### src/rtl/mu0_pkg.sv
// Shared types and constants for the MU0 control unit.
// State encoding, opcodes, ALU function selects and the control vector.
package mu0_pkg;

    localparam int unsigned OP_W    = 4;
    localparam int unsigned ALUFS_W = 2;

    typedef enum logic [1:0] {
        StFetch = 2'b00,
        StExec  = 2'b01,
        StHalt  = 2'b10
    } state_e;

    localparam logic [OP_W-1:0] OP_LDA = 4'd0;
    localparam logic [OP_W-1:0] OP_STO = 4'd1;
    localparam logic [OP_W-1:0] OP_ADD = 4'd2;
    localparam logic [OP_W-1:0] OP_SUB = 4'd3;
    localparam logic [OP_W-1:0] OP_JMP = 4'd4;
    localparam logic [OP_W-1:0] OP_JGE = 4'd5;
    localparam logic [OP_W-1:0] OP_JNE = 4'd6;
    localparam logic [OP_W-1:0] OP_STP = 4'd7;

    localparam logic [ALUFS_W-1:0] ALUFS_B   = 2'b00;
    localparam logic [ALUFS_W-1:0] ALUFS_INC = 2'b01;
    localparam logic [ALUFS_W-1:0] ALUFS_ADD = 2'b10;
    localparam logic [ALUFS_W-1:0] ALUFS_SUB = 2'b11;

    typedef struct packed {
        logic [ALUFS_W-1:0] alufs;
        logic               asel;
        logic               bsel;
        logic               pc_ce;
        logic               ir_ce;
        logic               acc_ce;
        logic               acc_oe;
        logic               mem_rq;
        logic               mem_rnw;
    } ctrl_t;

    // Safe quiescent vector: no enables, no memory request.
    localparam ctrl_t CTRL_IDLE = '{
        alufs:   ALUFS_B,
        asel:    1'b0,
        bsel:    1'b0,
        pc_ce:   1'b0,
        ir_ce:   1'b0,
        acc_ce:  1'b0,
        acc_oe:  1'b0,
        mem_rq:  1'b0,
        mem_rnw: 1'b1
    };

endpackage

### src/rtl/mu0_control_if.sv
// Control/status bundle between the MU0 control unit and its datapath.
// Perf counter signals exist only when MU0_CTRL_PERF_EN is defined.
interface mu0_control_if;
    import mu0_pkg::*;

    logic [OP_W-1:0]    ir_op;
    logic               acc_zero;
    logic               acc_neg;
    logic               mem_ready;
    logic [ALUFS_W-1:0] alufs;
    logic               asel;
    logic               bsel;
    logic               pc_ce;
    logic               ir_ce;
    logic               acc_ce;
    logic               acc_oe;
    logic               mem_rq;
    logic               mem_rnw;
    logic               halted;
    logic               illegal;
`ifdef MU0_CTRL_PERF_EN
    logic [31:0]        instr_count;
    logic [31:0]        stall_count;
`endif

    modport master (
        input  ir_op, acc_zero, acc_neg, mem_ready,
        output alufs, asel, bsel, pc_ce, ir_ce, acc_ce, acc_oe, mem_rq, mem_rnw,
        output halted, illegal
`ifdef MU0_CTRL_PERF_EN
        , output instr_count, stall_count
`endif
    );

    modport slave (
        output ir_op, acc_zero, acc_neg, mem_ready,
        input  alufs, asel, bsel, pc_ce, ir_ce, acc_ce, acc_oe, mem_rq, mem_rnw,
        input  halted, illegal
`ifdef MU0_CTRL_PERF_EN
        , input instr_count, stall_count
`endif
    );

endinterface

### src/rtl/mu0_decode.sv
// Combinational decode: state, opcode, flags and mem_ready to the control
// vector, next state and the illegal-opcode strobe.
module mu0_decode
    import mu0_pkg::*;
(
    input  state_e          state_i,
    input  logic [OP_W-1:0] ir_op_i,
    input  logic            acc_zero_i,
    input  logic            acc_neg_i,
    input  logic            mem_ready_i,
    output ctrl_t           ctrl_o,
    output state_e          state_o,
    output logic            illegal_o
);

    always_comb begin
        ctrl_o    = CTRL_IDLE;
        state_o   = state_i;
        illegal_o = 1'b0;
        case (state_i)
            StFetch: begin
                ctrl_o.asel    = 1'b0;
                ctrl_o.bsel    = 1'b1;
                ctrl_o.alufs   = ALUFS_INC;
                ctrl_o.mem_rq  = 1'b1;
                ctrl_o.mem_rnw = 1'b1;
                ctrl_o.ir_ce   = mem_ready_i;
                ctrl_o.pc_ce   = mem_ready_i;
                state_o        = mem_ready_i ? StExec : StFetch;
            end
            StExec: begin
                ctrl_o.asel = 1'b1;
                case (ir_op_i)
                    OP_LDA, OP_ADD, OP_SUB: begin
                        ctrl_o.bsel    = 1'b0;
                        ctrl_o.alufs   = (ir_op_i == OP_ADD) ? ALUFS_ADD :
                                         (ir_op_i == OP_SUB) ? ALUFS_SUB : ALUFS_B;
                        ctrl_o.mem_rq  = 1'b1;
                        ctrl_o.mem_rnw = 1'b1;
                        ctrl_o.acc_ce  = mem_ready_i;
                    end
                    OP_STO: begin
                        ctrl_o.mem_rq  = 1'b1;
                        ctrl_o.mem_rnw = 1'b0;
                        ctrl_o.acc_oe  = 1'b1;
                    end
                    OP_JMP, OP_JGE, OP_JNE: begin
                        ctrl_o.bsel  = 1'b1;
                        ctrl_o.alufs = ALUFS_B;
                        ctrl_o.pc_ce = (ir_op_i == OP_JGE) ? !acc_neg_i  :
                                       (ir_op_i == OP_JNE) ? !acc_zero_i : 1'b1;
                        state_o      = StFetch;
                    end
                    OP_STP: state_o = StHalt;
                    default: begin
                        illegal_o = 1'b1;
                        state_o   = StHalt;
                    end
                endcase
                // Memory ops retire only when the access completes.
                if (ctrl_o.mem_rq) begin
                    state_o = mem_ready_i ? StFetch : StExec;
                end
            end
            StHalt:  state_o = StHalt;
            default: state_o = StFetch;
        endcase
    end

endmodule

### src/rtl/mu0_control.sv
// MU0 control unit top: state register, sticky illegal flag and, with
// MU0_CTRL_PERF_EN defined, saturating instruction/stall counters.
module mu0_control
    import mu0_pkg::*;
(
    input logic           clk,
    input logic           reset,
    mu0_control_if.master bus
);

    state_e state_q, state_d;
    logic   illegal_q, illegal_d;
    logic   set_illegal;
    ctrl_t  dec_ctrl, ctrl;

    mu0_decode u_decode (
        .state_i     (state_q),
        .ir_op_i     (bus.ir_op),
        .acc_zero_i  (bus.acc_zero),
        .acc_neg_i   (bus.acc_neg),
        .mem_ready_i (bus.mem_ready),
        .ctrl_o      (dec_ctrl),
        .state_o     (state_d),
        .illegal_o   (set_illegal)
    );

    // Outputs are combinational, so reset must mask them directly.
    always_comb begin
        ctrl      = reset ? dec_ctrl : CTRL_IDLE;
        illegal_d = illegal_q | set_illegal;
    end

    always_ff @(posedge clk or negedge reset) begin
        if (!reset) begin
            state_q   <= StFetch;
            illegal_q <= 1'b0;
        end else begin
            state_q   <= state_d;
            illegal_q <= illegal_d;
        end
    end

    assign bus.alufs   = ctrl.alufs;
    assign bus.asel    = ctrl.asel;
    assign bus.bsel    = ctrl.bsel;
    assign bus.pc_ce   = ctrl.pc_ce;
    assign bus.ir_ce   = ctrl.ir_ce;
    assign bus.acc_ce  = ctrl.acc_ce;
    assign bus.acc_oe  = ctrl.acc_oe;
    assign bus.mem_rq  = ctrl.mem_rq;
    assign bus.mem_rnw = ctrl.mem_rnw;
    assign bus.halted  = reset && (state_q == StHalt);
    assign bus.illegal = illegal_q;

`ifdef MU0_CTRL_PERF_EN
    logic [31:0] instr_count_q, instr_count_d;
    logic [31:0] stall_count_q, stall_count_d;

    always_comb begin
        instr_count_d = instr_count_q;
        stall_count_d = stall_count_q;
        if (state_q == StExec && state_d != StExec && instr_count_q != 32'hFFFF_FFFF) begin
            instr_count_d = instr_count_q + 32'd1;
        end
        if (ctrl.mem_rq && !bus.mem_ready && stall_count_q != 32'hFFFF_FFFF) begin
            stall_count_d = stall_count_q + 32'd1;
        end
    end

    always_ff @(posedge clk or negedge reset) begin
        if (!reset) begin
            instr_count_q <= '0;
            stall_count_q <= '0;
        end else begin
            instr_count_q <= instr_count_d;
            stall_count_q <= stall_count_d;
        end
    end

    assign bus.instr_count = instr_count_q;
    assign bus.stall_count = stall_count_q;
`endif

endmodule
### src/flat_wrapper.sv
// flat-port wrapper written by rule: the top's interface ports become plain ports
module mu0_control_flat import mu0_pkg::*;
  (clk, reset, bus_ir_op, bus_acc_zero, bus_acc_neg, bus_mem_ready, bus_alufs, bus_asel, bus_bsel, bus_pc_ce, bus_ir_ce, bus_acc_ce, bus_acc_oe, bus_mem_rq, bus_mem_rnw, bus_halted, bus_illegal);
  mu0_control_if bus_i ();
  input logic clk;
  input logic reset;
  input wire logic [$bits(bus_i.ir_op)-1:0] bus_ir_op;
  input wire logic [$bits(bus_i.acc_zero)-1:0] bus_acc_zero;
  input wire logic [$bits(bus_i.acc_neg)-1:0] bus_acc_neg;
  input wire logic [$bits(bus_i.mem_ready)-1:0] bus_mem_ready;
  output wire logic [$bits(bus_i.alufs)-1:0] bus_alufs;
  output wire logic [$bits(bus_i.asel)-1:0] bus_asel;
  output wire logic [$bits(bus_i.bsel)-1:0] bus_bsel;
  output wire logic [$bits(bus_i.pc_ce)-1:0] bus_pc_ce;
  output wire logic [$bits(bus_i.ir_ce)-1:0] bus_ir_ce;
  output wire logic [$bits(bus_i.acc_ce)-1:0] bus_acc_ce;
  output wire logic [$bits(bus_i.acc_oe)-1:0] bus_acc_oe;
  output wire logic [$bits(bus_i.mem_rq)-1:0] bus_mem_rq;
  output wire logic [$bits(bus_i.mem_rnw)-1:0] bus_mem_rnw;
  output wire logic [$bits(bus_i.halted)-1:0] bus_halted;
  output wire logic [$bits(bus_i.illegal)-1:0] bus_illegal;
  assign bus_i.ir_op = bus_ir_op;
  assign bus_i.acc_zero = bus_acc_zero;
  assign bus_i.acc_neg = bus_acc_neg;
  assign bus_i.mem_ready = bus_mem_ready;
  assign bus_alufs = bus_i.alufs;
  assign bus_asel = bus_i.asel;
  assign bus_bsel = bus_i.bsel;
  assign bus_pc_ce = bus_i.pc_ce;
  assign bus_ir_ce = bus_i.ir_ce;
  assign bus_acc_ce = bus_i.acc_ce;
  assign bus_acc_oe = bus_i.acc_oe;
  assign bus_mem_rq = bus_i.mem_rq;
  assign bus_mem_rnw = bus_i.mem_rnw;
  assign bus_halted = bus_i.halted;
  assign bus_illegal = bus_i.illegal;
  mu0_control u_core (.clk(clk), .reset(reset), .bus(bus_i));
endmodule
### config.mk
export PLATFORM = sky130hd
export DESIGN_NAME = mu0_control_flat
export DESIGN_NICKNAME = d
export VERILOG_FILES = /design/src/rtl/mu0_pkg.sv /design/src/rtl/mu0_control_if.sv /design/src/rtl/mu0_decode.sv /design/src/rtl/mu0_control.sv /design/src/flat_wrapper.sv
export SDC_FILE = /design/constraint.sdc
export NUM_CORES = 1
export LEC_CHECK = 0
export BUFFER_PORTS_ARGS = -buffer_cell sky130_fd_sc_hd__buf_2
export CAP_MARGIN = 20
export CORE_AREA = 2 2 39 41
export CTS_CLUSTER_DIAMETER = 100
export DETAILED_ROUTE_END_ITERATION = 8
export DIE_AREA = 0 0 41 43
export GPL_ROUTABILITY_DRIVEN = 0
export PLACE_DENSITY = 0.51
export SKIP_LAST_GASP = 1
export SYNTH_ARGS = -nofsm -noshare
export SYNTH_HDL_FRONTEND = slang
export SYNTH_SLANG_ARGS = --single-unit
export TNS_END_PERCENT = 50
### constraint.sdc
create_clock -name clk -period 2 [get_ports clk]
set_input_delay 0.4 -clock clk [delete_from_list [all_inputs] [get_ports clk]]
set_output_delay 0.4 -clock clk [all_outputs]
set_load 0.03 [all_outputs]
==> results of run 1 <==
[final timing paths]
kind,end,cells past startpoint
max in group asynchronous,u_core.bus.illegal,2
hold / removal,u_core.bus.illegal,2
setup / recovery,bus_acc_ce,4
hold reg to reg,u_core.bus.illegal,1
setup reg to reg,u_core.state_q[1],3
min in group asynchronous,u_core.state_q[0],2
[area by class of cell]
cell class                      instances  area [µm²]
Tap cell                               16        20.0
Clock buffer                            4        26.3
Timing Repair Buffer                   21         110
Fill cell                             150         965
Multi-Input combinational cell         31         180
Sequential cell                         3        75.1
Inverter                                2        7.51
[flip-flops by register name, summed over array words and instances, names as in the netlist]
signal and count:
u_core.state_q 2, u_core.bus.illegal 1
[power groups by stage]
stage / logic (µW) / registers (µW) / clock network [µW]
after floorplan: 165 / 96.0 / 0
after global placement: 204 / 105 / 0
after detailed placement: 203 / 106 / 0
after CTS: 206 / 106 / 108
after global routing: 221 / 110 / 117
final: 205 / 107 / 104
[layout by cell type, fill, tap and decap left out, drive strengths merged]
cell,netlist,final
inv,2,2
buf,1,20
nand2,4,4
nand4,1,1
and3,3,3
dfrtp,3,3
a21oi,5,5
nor2,3,3
clkbuf,0,4
nand3b,1,1
or2,1,1
nand3,2,2
a21o,1,1
dlygate4sd3,0,1
o21ai,3,3
and2,2,2
nor2b,2,2
nor3b,1,1
nand2b,2,2
[worst max-delay path, delay by kind of cell, from the launching register on]
| kind | cells | cell delay, ns |
|---|---|---|
| buf+inv | 1 | 0.19 |
| simple gates | 3 | 0.57 |
| flops | 1 | 0.48 |
[synth_stat cells]
master	n	area [µm²]
nand4_1	1	6.26
buf_6	1	11.3
or2_1	1	6.26
nor2_1	2	7.51
inv_1	2	7.51
nor2b_4	1	13.8
dfrtp_1	3	75.1
nand3b_1	1	7.51
nand2_1	4	15.0
o21ai_0	3	15.0
nand2b_1	2	12.5
nand3_1	2	10.0
and2_1	1	6.26
a21oi_1	5	25.0
nor3b_1	1	7.51
nor2_2	1	6.26
and2_2	1	7.51
a21o_2	1	8.76
and3_1	3	18.8
nor2b_1	1	6.26
[cells by family (layout without fill, tap and decap cells)]
logic type	after synthesis	count (layout)	synth area share
AO/OA/AOI/OAI	9	9	0.178
flip-flops	3	3	0.274
buffers and inverters	3	27	0.0685
AND/OR/NAND/NOR	22	22	0.480
[metal layers]
metal,wire length [µm],part of all wire,GRT usage,vias up
li1,-,-,-,174
met1,356,0.51,0.110,150
met3,36,0.052,0.0628,0
met4,0,0,0,0
met2,306,0.44,0.116,9
met5,0,0,0,-
[stage by stage]
step	setup slack [ns]	area [µm²]	hold slack [ns]	power [µW]
after floorplan	0.371	274	0.104	261
after global placement	0.356	383	0.226	309
after detailed placement	0.371	383	0.226	309
after CTS	0.133	419	0.425	420
after global routing	0.00894	419	0.439	447
final	0.133	419	0.431	415
[timing repair]
action | in CTS | in global routing
hold buffers | 1 | 0
endpoints found under the setup margin | 0 | 0
endpoints found under the hold margin | 3 | 0
==> flow_metrics.tcl, run 1 <==
set metrics [dict create \
    cts_tree "yes" \
    p_leak_uw 0.000217 \
    port_buffers 20 \
    syn_inst 37 \
    grt_usage 0.0836 \
    die_area_um2 1760 \
    core_um2 1380 \
    clock_power_share 0.250 \
    critPathArrivalTime_ns 1.47 \
    drtIter0Drc 4 \
    cp-startpoint "u_core.state_q[0]" \
    ys_warn_count 0 \
    dr.pass1.iters 2 \
    crit_path_end_kind "output pin" \
    grt_pass1_vias 285 \
    synth_nets 46 \
    route.detailed.drc 0 \
    rows 14 \
    htreeDepth 1 \
    num_antenna_cells 0 \
    cts_sinks 3 \
    hold_viol 0 \
    syn_to_final_growth_pct 53.0 \
    drt-total-wl_um 699 \
    syn_area_um2 274 \
    cell_internal_pwr_uw 221 \
    insertion_delay_ns 0.23 \
    ys_seq_elements 3 \
    antenna_found_initial 0 \
    slowest_stage "dfrtp_1" \
    dp_hpwl_um 538 \
    numCtsBuffers 3 \
    r2r-start "u_core.state_q[0]" \
    dieHeight_um 43 \
    post-cts-setup-buffers 0 \
    cts_resized 0 \
    grt_max_degree 10 \
    p_comb_frac 0.493 \
    die_width_um 41 \
    root_buffer "clkbuf_4" \
    finClkSkew_ns 0.00167 \
    layout_min_cycle_time_ns 1.87 \
    routed_via_density 4.32 \
    post-place-cells 72 \
    initial_core_util 0.198 \
    yosysSeqAreaShare 0.274 \
    critPathKind "register to output pin" \
    slew_headroom 0.819 \
    avgSynthCellArea_um2 7.41 \
    min_period_over_period 0.933 \
    nNetsFinal 71 \
    min-delay-start "bus_ir_op[3]" \
    boundaryPins 21 \
    worst_pin_slew_ns 0.271 \
    final.setup.tns_ns 0 \
    cellPowerDensity_nw_per_um2 991 \
    drive_above_1_share 0.443 \
    worstSetupStartpointType "register" \
    crit_fanout 9 \
    switching_power_uw 194 \
    ant_nets 0 \
    max-vdd-ir-drop_mv 0.493 \
    worstPathRequired_ns 1.60 \
    wire_per_inst_um 9.08 \
    finalNonFillerCells 77 \
    final_util 0.303 \
    clk_pin_slew_worst_paths_ns 0.04 \
    rrSetupSlack_ns 1.01 \
    power.share.sequential 0.257 \
    hp-class "primary input to register" \
    slowest_delay_ns 0.48 \
    vias 333 \
    p_sw_frac 0.467 \
    finalSetupViolations 0 \
    max_freq_mhz 536 \
    cts_buffer_depth 2 \
    synth_cell_type_count 20 \
    drv_slew 0 \
    drv_cap 0 \
    status "finished, final reports clean" \
    overflow 0 \
    cp_cell_sequence "nor2b_4, and3_1, and3_1, buf_2" \
    rsz0062_at_grt "no" \
    grt_pass1_wl_um 1030 \
    worst_path_most_repeated_cell "and3_1" \
]
No activity file was read; power rests on OpenSTA's default activity.
==> run 2: changes to the inputs <==
==> constraint.sdc (replaced) <==
create_clock -name clk -period 2 [get_ports clk]
set_input_delay 0.4 -clock clk [delete_from_list [all_inputs] [get_ports clk]]
set_output_delay 0.4 -clock clk [all_outputs]
set_load 0.02 [all_outputs]
==> run 2 against run 1 <==
Effect of this change: global-route usage rose by 1.3 points; maximum frequency rose by 2.1%; largest power group unchanged; register-to-register slack improved by 0.04 ns.
==> flow_metrics.tcl, run 2 (synthesis results as in run 1) <==
set metrics [dict create \
    worst_pin_slew_ns 0.249 \
    r2r-start "u_core.state_q[0]" \
    worst_path_most_repeated_cell "and3_1" \
    cp_num_buf_inv 1 \
    ff_latch_area_um2 75.1 \
    cts_tree "yes" \
    grt_max_degree 10 \
    dr.pass1.iters 4 \
    core_um2 1380 \
    critPathKind "register to output pin" \
    worstPathRequired_ns 1.60 \
    setup_ws_ns 0.172 \
    largest_reg_flops 2 \
    grt_usage 0.0968 \
    ant_nets 0 \
    drv_cap 0 \
    rsz0062_at_grt "no" \
    cts_buffer_depth 2 \
    port_buffers 20 \
    wl_met1_um 380 \
    path_delay_family "simple AND/OR/NAND/NOR gates" \
    drtIter0Drc 5 \
    layout_common_cells "20 x buf_2, 5 x a21oi_1, 4 x nand2_1" \
    min_period_over_period 0.914 \
    multi_input_area_um2 180 \
    vias 335 \
    max-vdd-ir-drop_mv 0.510 \
    post-cts-setup-buffers 0 \
    drt-total-wl_um 727 \
    insertion_delay_ns 0.24 \
    crit_path_end_kind "output pin" \
    min_path_cells 2 \
    die_area_um2 1760 \
    clk_pin_slew_worst_paths_ns 0.04 \
    syn_to_final_growth_pct 53.0 \
    dp_hpwl_um 567 \
    nNetsFinal 71 \
    routed_via_density 4.35 \
    layout_min_cycle_time_ns 1.83 \
    final_common_cell "buf_2" \
    hold_viol 0 \
    min_to "u_core.bus.illegal" \
    fillers 156 \
    rr_endpoint "u_core.bus.illegal" \
    drv_slew 0 \
    top_layer "met3" \
    route.detailed.drc 0 \
    crit_fanout 9 \
    dr_wl_met2_um 293 \
    die_width_um 41 \
    hp-class "primary input to register" \
    drive_above_1_share 0.443 \
    top_register "u_core.state_q" \
    finalSetupViolations 0 \
    wire_per_inst_um 9.44 \
    cts_sinks 3 \
    slowest_delay_ns 0.47 \
    antenna_found_initial 0 \
    min-delay-start "bus_ir_op[3]" \
    numCtsBuffers 3 \
    dieHeight_um 43 \
    critPathArrivalTime_ns 1.43 \
    num_antenna_cells 0 \
    finClkSkew_ns 0.00367 \
    wl_met3_um 52 \
    status "finished, final reports clean" \
    htreeDepth 1 \
    overflow 0 \
    rrSetupSlack_ns 1.05 \
    pre_cts_ws_ns 0.396 \
    rows 14 \
    cellPowerDensity_nw_per_um2 932 \
    r2r_cells 2 \
    final.setup.tns_ns 0 \
    grt_pass1_wl_um 1150 \
    p_leak_uw 0.000217 \
    cp_cell_sequence "nor2b_4, and3_1, and3_1, buf_2" \
    boundaryPins 21 \
    initial_core_util 0.198 \
    worstSetupStartpointType "register" \
    slew_headroom 0.834 \
    root_buffer "clkbuf_4" \
    slowest_stage "dfrtp_1" \
    grt_pass1_vias 275 \
    max_freq_mhz 547 \
]
-- run 2: cell counts in the layout (fill, tap and decap cells not counted) --
No cell type changed its count.
-- run 2: worst max-delay path by stage --
stage               cells after the start  slack (ns)         end               from
finish                                  4        0.17  bus_acc_ce  u_core.state_q[0]
global route                            4        0.07  bus_acc_ce  u_core.state_q[0]
CTS                                     4        0.16  bus_acc_ce  u_core.state_q[0]
detailed placement                      5        0.40  bus_acc_ce       bus_ir_op[2]
global placement                        5        0.39  bus_acc_ce       bus_ir_op[2]
floorplan                               2        0.58  bus_halted  u_core.state_q[0]
-- run 2: layout make-up --
type / instances / area share
flip-flops and latches: 3 / 0.179
well taps: 16 / 0.0478
inverters: 2 / 0.0179
multi-input cells: 31 / 0.430
repair buffers: 21 / 0.263
clock buffers: 4 / 0.0627
-- run 2: repair_timing --
item,4_1_cts,5_1_grt
hold endpoints to repair,3,0
hold buffers,1,0
endpoints found under the setup margin,0,0
resized for setup,0,0
-- run 2: stage by stage --
stage	hold slack, ns	utilization	total power, µW	cell area (µm²)	instances
2_1_floorplan	0.104	-	233	274	37
3_3_place_gp	0.227	0.277	280	383	72
3_5_place_dp	0.225	0.277	282	383	72
4_1_cts	0.425	0.303	397	419	77
5_1_grt	0.449	0.303	422	419	77
6_report	0.439	0.303	391	419	77
-- run 2: power by group --
group          switching [µW]  total, µW  internal, µW  leakage, µW
Combinational             109        178          68.1     0.000168
Sequential               26.2        105          78.4    0.0000342
Clock                    33.5        108          74.9    0.0000150
Total                     169        391           221     0.000217
-- run 2: routing by layer --
layer | vias to the layer above | track usage
met5 | - | 0
met4 | 0 | 0.0200
met3 | 0 | 0.0628
met2 | 11 | 0.106
met1 | 149 | 0.153
li1 | 175 | -
